File: config.mk
export PLATFORM = sky130hd
export DESIGN_NAME = decoder3_8_pulse
export DESIGN_NICKNAME = d
export VERILOG_FILES = /design/src/rtl/decoder3_8_pulse.sv
export SDC_FILE = /design/constraint.sdc
export NUM_CORES = 1
export LEC_CHECK = 0
export CORE_ASPECT_RATIO = 1.5
export CORE_MARGIN = 1
export CORE_UTILIZATION = 36
export DETAILED_ROUTE_END_ITERATION = 10
export PLACE_DENSITY_LB_ADDON = 0.12
export SYNTH_ARGS = -nofsm -noshare
export SYNTH_HDL_FRONTEND = slang
export SYNTH_SLANG_ARGS = --single-unit
File: constraint.sdc
create_clock -name clk -period 4.6 [get_ports clk]
set_input_delay 0.69 -clock clk [delete_from_list [all_inputs] [get_ports clk]]
set_output_delay 0.69 -clock clk [all_outputs]
set_load 0.05 [all_outputs]
File: src/rtl/decoder3_8_pulse.sv
// 3-to-8 decoder that holds each decoded one-hot code for HOLD_CYCLES clocks.
// Define DECODER3_8_ACTIVE_LOW_EN for an active-low (74x138 style) out_onehot.
module decoder3_8_pulse #(
    parameter int unsigned HOLD_CYCLES = 4
) (
    input  logic       clk,
    input  logic       rst_n,
    input  logic       in_valid,
    input  logic [2:0] in_code,
    input  logic       in_en,
    output logic       in_ready,
    output logic [7:0] out_onehot,
    output logic       out_valid,
    output logic [3:0] drop_cnt
);

    typedef enum logic {
        IDLE = 1'b0,
        HOLD = 1'b1
    } state_t;

`ifdef DECODER3_8_ACTIVE_LOW_EN
    localparam logic [7:0] IDLE_PAT = 8'hFF;
`else
    localparam logic [7:0] IDLE_PAT = 8'h00;
`endif

    // The counter holds the remaining cycles after the current one, so it loads one less.
    localparam logic [7:0] HOLD_LOAD = 8'(HOLD_CYCLES - 1);

    function automatic logic [7:0] decode(input logic [2:0] code);
        decode = (8'h01 << code) ^ IDLE_PAT;
    endfunction

    state_t     state_q, state_d;
    logic [7:0] cnt_q, cnt_d;
    logic [7:0] onehot_q, onehot_d;
    logic       valid_q, valid_d;
    logic [3:0] drop_q, drop_d;
    logic       ready_s;

    assign ready_s    = (state_q == IDLE);
    assign in_ready   = ready_s;
    assign out_onehot = onehot_q;
    assign out_valid  = valid_q;
    assign drop_cnt   = drop_q;

    // Next-state, hold counter, output pattern and drop counter.
    always_comb begin
        state_d  = state_q;
        cnt_d    = cnt_q;
        onehot_d = onehot_q;
        valid_d  = valid_q;
        drop_d   = drop_q;
        case (state_q)
            IDLE: begin
                if (in_valid && in_en) begin
                    state_d  = HOLD;
                    cnt_d    = HOLD_LOAD;
                    onehot_d = decode(in_code);
                    valid_d  = 1'b1;
                end else begin
                    state_d = IDLE;
                end
            end
            HOLD: begin
                if (cnt_q == 8'd0) begin
                    state_d  = IDLE;
                    onehot_d = IDLE_PAT;
                    valid_d  = 1'b0;
                end else begin
                    cnt_d = cnt_q - 8'd1;
                end
            end
            default: begin
                state_d  = IDLE;
                cnt_d    = 8'd0;
                onehot_d = IDLE_PAT;
                valid_d  = 1'b0;
            end
        endcase
        if (in_valid && !ready_s && (drop_q != 4'd15)) begin
            drop_d = drop_q + 4'd1;
        end else begin
            drop_d = drop_q;
        end
    end

    // State and output registers with asynchronous reset.
    always_ff @(posedge clk or negedge rst_n) begin
        if (!rst_n) begin
            state_q  <= IDLE;
            cnt_q    <= 8'd0;
            onehot_q <= IDLE_PAT;
            valid_q  <= 1'b0;
            drop_q   <= 4'd0;
        end else begin
            state_q  <= state_d;
            cnt_q    <= cnt_d;
            onehot_q <= onehot_d;
            valid_q  <= valid_d;
            drop_q   <= drop_d;
        end
    end

endmodule

==> summary.md <==
| Metric | Value |
|---|---|
| Outcome | `finished clean` |
| RSZ-0062 raised after global routing | `false` |
| Worst Setup Start Kind | `flop` |
| Slowest stage cell, crit path | `clkdlybuf4s50_1` |
| Post-synthesis cell type count | `34` |
| Hold Startpoint | `out_onehot[3]` |
| DP Area | `roughly 1300 µm²` |
| Pleak | `slightly below 0.6 nW` |
| Post-synthesis cell area | `a little over 1000 µm²` |
| Largest net degree at the start of global routing | `23` |
| Overflow after GRT | `0` |
| CTS sink cnt | `22` |
| Worst Hold Slack | `about 490 ps` |
| Post-cts resize count | `0` |
| Clock Skew | `roughly 4.5 ps` |
| Via count | `approximately 800` |
| Setup Buffers After CTS | `0` |
| Tcrit/Tclk final | `about half` |
| Routed WL per cell | `~13 µm` |
| Worst path cell trace | `inv_1, clkdlybuf4s50_1` |
| Die area | `around 3100 µm²` |
| Worst hold path class | `flop to flop` |
| Psw | `~0.18 mW` |
| WL final | `between 1.5 and 2 mm` |
| H-Tree Depth | `1` |
| Ant diodes | `0` |
| Critical path capture point type | `output port` |
| Initial Util | `a little under two fifths` |
| Die H | `roughly 68 µm` |
| Core Rows | `23` |
| Hold Path End | `out_onehot[3]` |
| Vias per cell | `between 5 and 6` |
| Flop pwr share | `between 40 and 50%` |
| CP arrival | `1670 ps` |
| Area growth syn-to-layout | `28.8%` |
| Max cap viols | `0` |
| Fillcell total | `~270` |
| Fmax | `~0.42 GHz` |
| Clk buf depth | `2` |
| Hold depth | `1` |
| Gate Count Post-Synth | `94` |
| I/O pin count | `21` |
| Register area share after synthesis | `53.3%` |
| Post-layout min period | `about 2400 ps` |
| CP required | `between 3000 and 4000 ps` |
| Setup ws final | `about 2200 ps` |
| Worst Path Class, Setup | `flop to output port` |
| Reg2reg path depth | `3` |
| Reg-to-reg critical path startpoint | `cnt_q[3]` |
| Final RePlAce weighted congestion | `slightly below 0.8` |
| Detail Route Antenna Nets | `0` |
| Initial antenna violation count | `0` |
| Syn_nets | `103` |
| Combinational share of power | `29.6%` |
| Clock share of power | `26.0%` |
| Chip Width | `45.7 µm` |
| Final Max Slew Viols | `0` |
| Clock-pin slew on the worst setup and hold paths | `approximately 80 ps` |
| Flop2flop setup slack | `2830 ps` |
| FFs w/ async S/R, synth | `100%` |
| #FFs+latches synth | `22` |
| Internal Power | `around 0.35 mW` |
| Drt first pass iters | `4` |
| Buffers & Inverters on Critical Path | `2` |
| Main synth FF type | `dfrtp_1` |
| PortBufs | `20` |
| CTS tree | `done` |
| Setup slack at placement | `2430 ps` |
| Headroom to the max-slew limit | `33.9%` |
| PwrDens | `398 nW/µm²` |
| DRT iter0 DRCs | `25` |
| FF-to-FF End | `out_onehot[0]` |
| Hpwl dp | `1.46 mm` |
| Setup TNS | `0 ps` |
| Pwr Total | `0.530 mW` |
| Nets | `127` |
| Switching share of total power | `34.5%` |
| Finished Cell Area | `roughly 1300 µm²` |
| Worst-margin pin slew | `988 ps` |
| Root Driver | `clkbuf_8` |
| CP peak stage delay | `800 ps` |
| Yosys warning total | `0` |
| Avg Cell Area, Syn | `around 11 µm²` |
| Final setup fails | `0` |
| Hold_buf cts | `0` |
| Post-synth EDFFs | `0` |
| Tot GR Track Use | `approximately 16%` |
| Final hold vios | `0` |
| Vias in the first global route | `863` |
| Worst Path Max Fanout | `11` |
| First-pass GRT wire length | `between 3 and 4 mm` |
| Core Box Area | `between 2000 and 3000 µm²` |
| Peak VDD IR | `between 0.2 and 0.3 mV` |
| Drt drc | `0` |
| Layout cells sized above 1 | `5.98%` |
| Num CTS Buffers | `3` |
| CP top delay family | `buffers and inverters` |
| Clk_lat worst skew | `260 ps` |
-- worst max path at each step --
stage                      startpoint            end  slack, ps  depth (start not counted)
after floorplan           drop_cnt[0]    drop_cnt[1]       2940                          4
after global placement       in_valid  out_onehot[0]       2450                          4
after detailed placement     in_valid  out_onehot[4]       2430                          4
after CTS                     state_q       in_ready       2230                          2
after global routing          state_q       in_ready       2170                          2
final                         state_q       in_ready       2240                          2
-- registers in the layout (all words and copies together), names as in the netlist --
signal,cells
cnt_q,8
drop_cnt,4
out_onehot,8
out_valid,1
state_q,1
-- per-layer routing --
metal	vias to the layer above	part of all wire [%]	global-route usage [%]	wire, µm
li1	397	-	-	-
met1	384	47	20.2	933
met2	14	50	25.7	996
met3	2	2.5	2.41	50
met4	0	0.90	8.82	18
met5	-	0	0	0
-- power groups by stage --
stage / combinational [mW] / sequential (mW) / clock [mW]
after floorplan: 0.0354 / 0.304 / 0
after global placement: 0.157 / 0.239 / 0
after detailed placement: 0.159 / 0.239 / 0
after CTS: 0.159 / 0.236 / 0.142
after global routing: 0.168 / 0.240 / 0.151
final: 0.157 / 0.236 / 0.138
-- worst register-to-register path: stages (launching register included) --
cell	delay (ps)
dfrtp_1	460
or4_4	550
o31a_1	400
a22o_1	260
-- synth_stat cells, types with 2 or more instances --
master    instances  area share, %
o41ai_1           2            1.7
a22o_1            2            1.7
a32o_1            4            3.9
mux2i_1           4            3.9
inv_1             5            1.8
a21o_1            3            2.2
nand3b_1          2            1.5
dfrtp_1          22             53
nor2_1            7            2.5
xor2_1            2            1.7
nand3_1           2           0.97
o31ai_1           3            2.2
nor3b_1           2            1.5
ha_1              2            2.4
nor2b_1           2            1.2
a21oi_1           2           0.97
o21ai_0           2           0.97
o211ai_1          2            1.5
nor3_1            3            1.5
nand2_1           7            2.5
-- stage by stage --
stage,utilization [%],cells
3_5_place_dp,47.2,150
5_1_grt,49.2,154
4_1_cts,49.2,154
6_report,49.2,154
3_3_place_gp,47.2,150
2_1_floorplan,-,94
-- area by class of cell --
class                      instances  area (µm²)  share of cell area, %
clock buffer                       4        55.1                   4.14
tap                               37        46.3                   3.48
timing repair buffer              20         200                   15.0
multi-input combinational         66         460                   34.6
sequential                        22         551                   41.4
inverter                           5        18.8                   1.41
-- placed cells by master (no fill, tap or decap), types with 2 or more instances in the layout --
cell type        instances
a21o_1                   3
ha_1                     2
a21oi_1                  2
nand2_1                  7
a32o_1                   4
mux2i_1                  4
clkdlybuf4s50_1         20
nand3_1                  2
o21ai_0                  2
clkbuf_8                 4
a22o_1                   2
xor2_1                   2
inv_1                    5
nor3b_1                  2
o211ai_1                 2
nor2_1                   7
o41ai_1                  2
nand3b_1                 2
nor2b_1                  2
dfrtp_1                 22
nor3_1                   3
o31ai_1                  3
-- logic make-up after synthesis --
| group | count (synthesis) | synth area share, % |
|---|---|---|
| buffers and inverters | 6 | 2.18 |
| xor gates and xnor gates | 2 | 1.70 |
| and+or+nand+nor | 35 | 18.9 |
| AOI/OAI and AO/OA | 22 | 16.6 |
| adders and majority gates | 2 | 2.42 |
| DFF | 22 | 53.3 |
| muxes | 5 | 4.96 |
(Power assumes the default switching activity.)
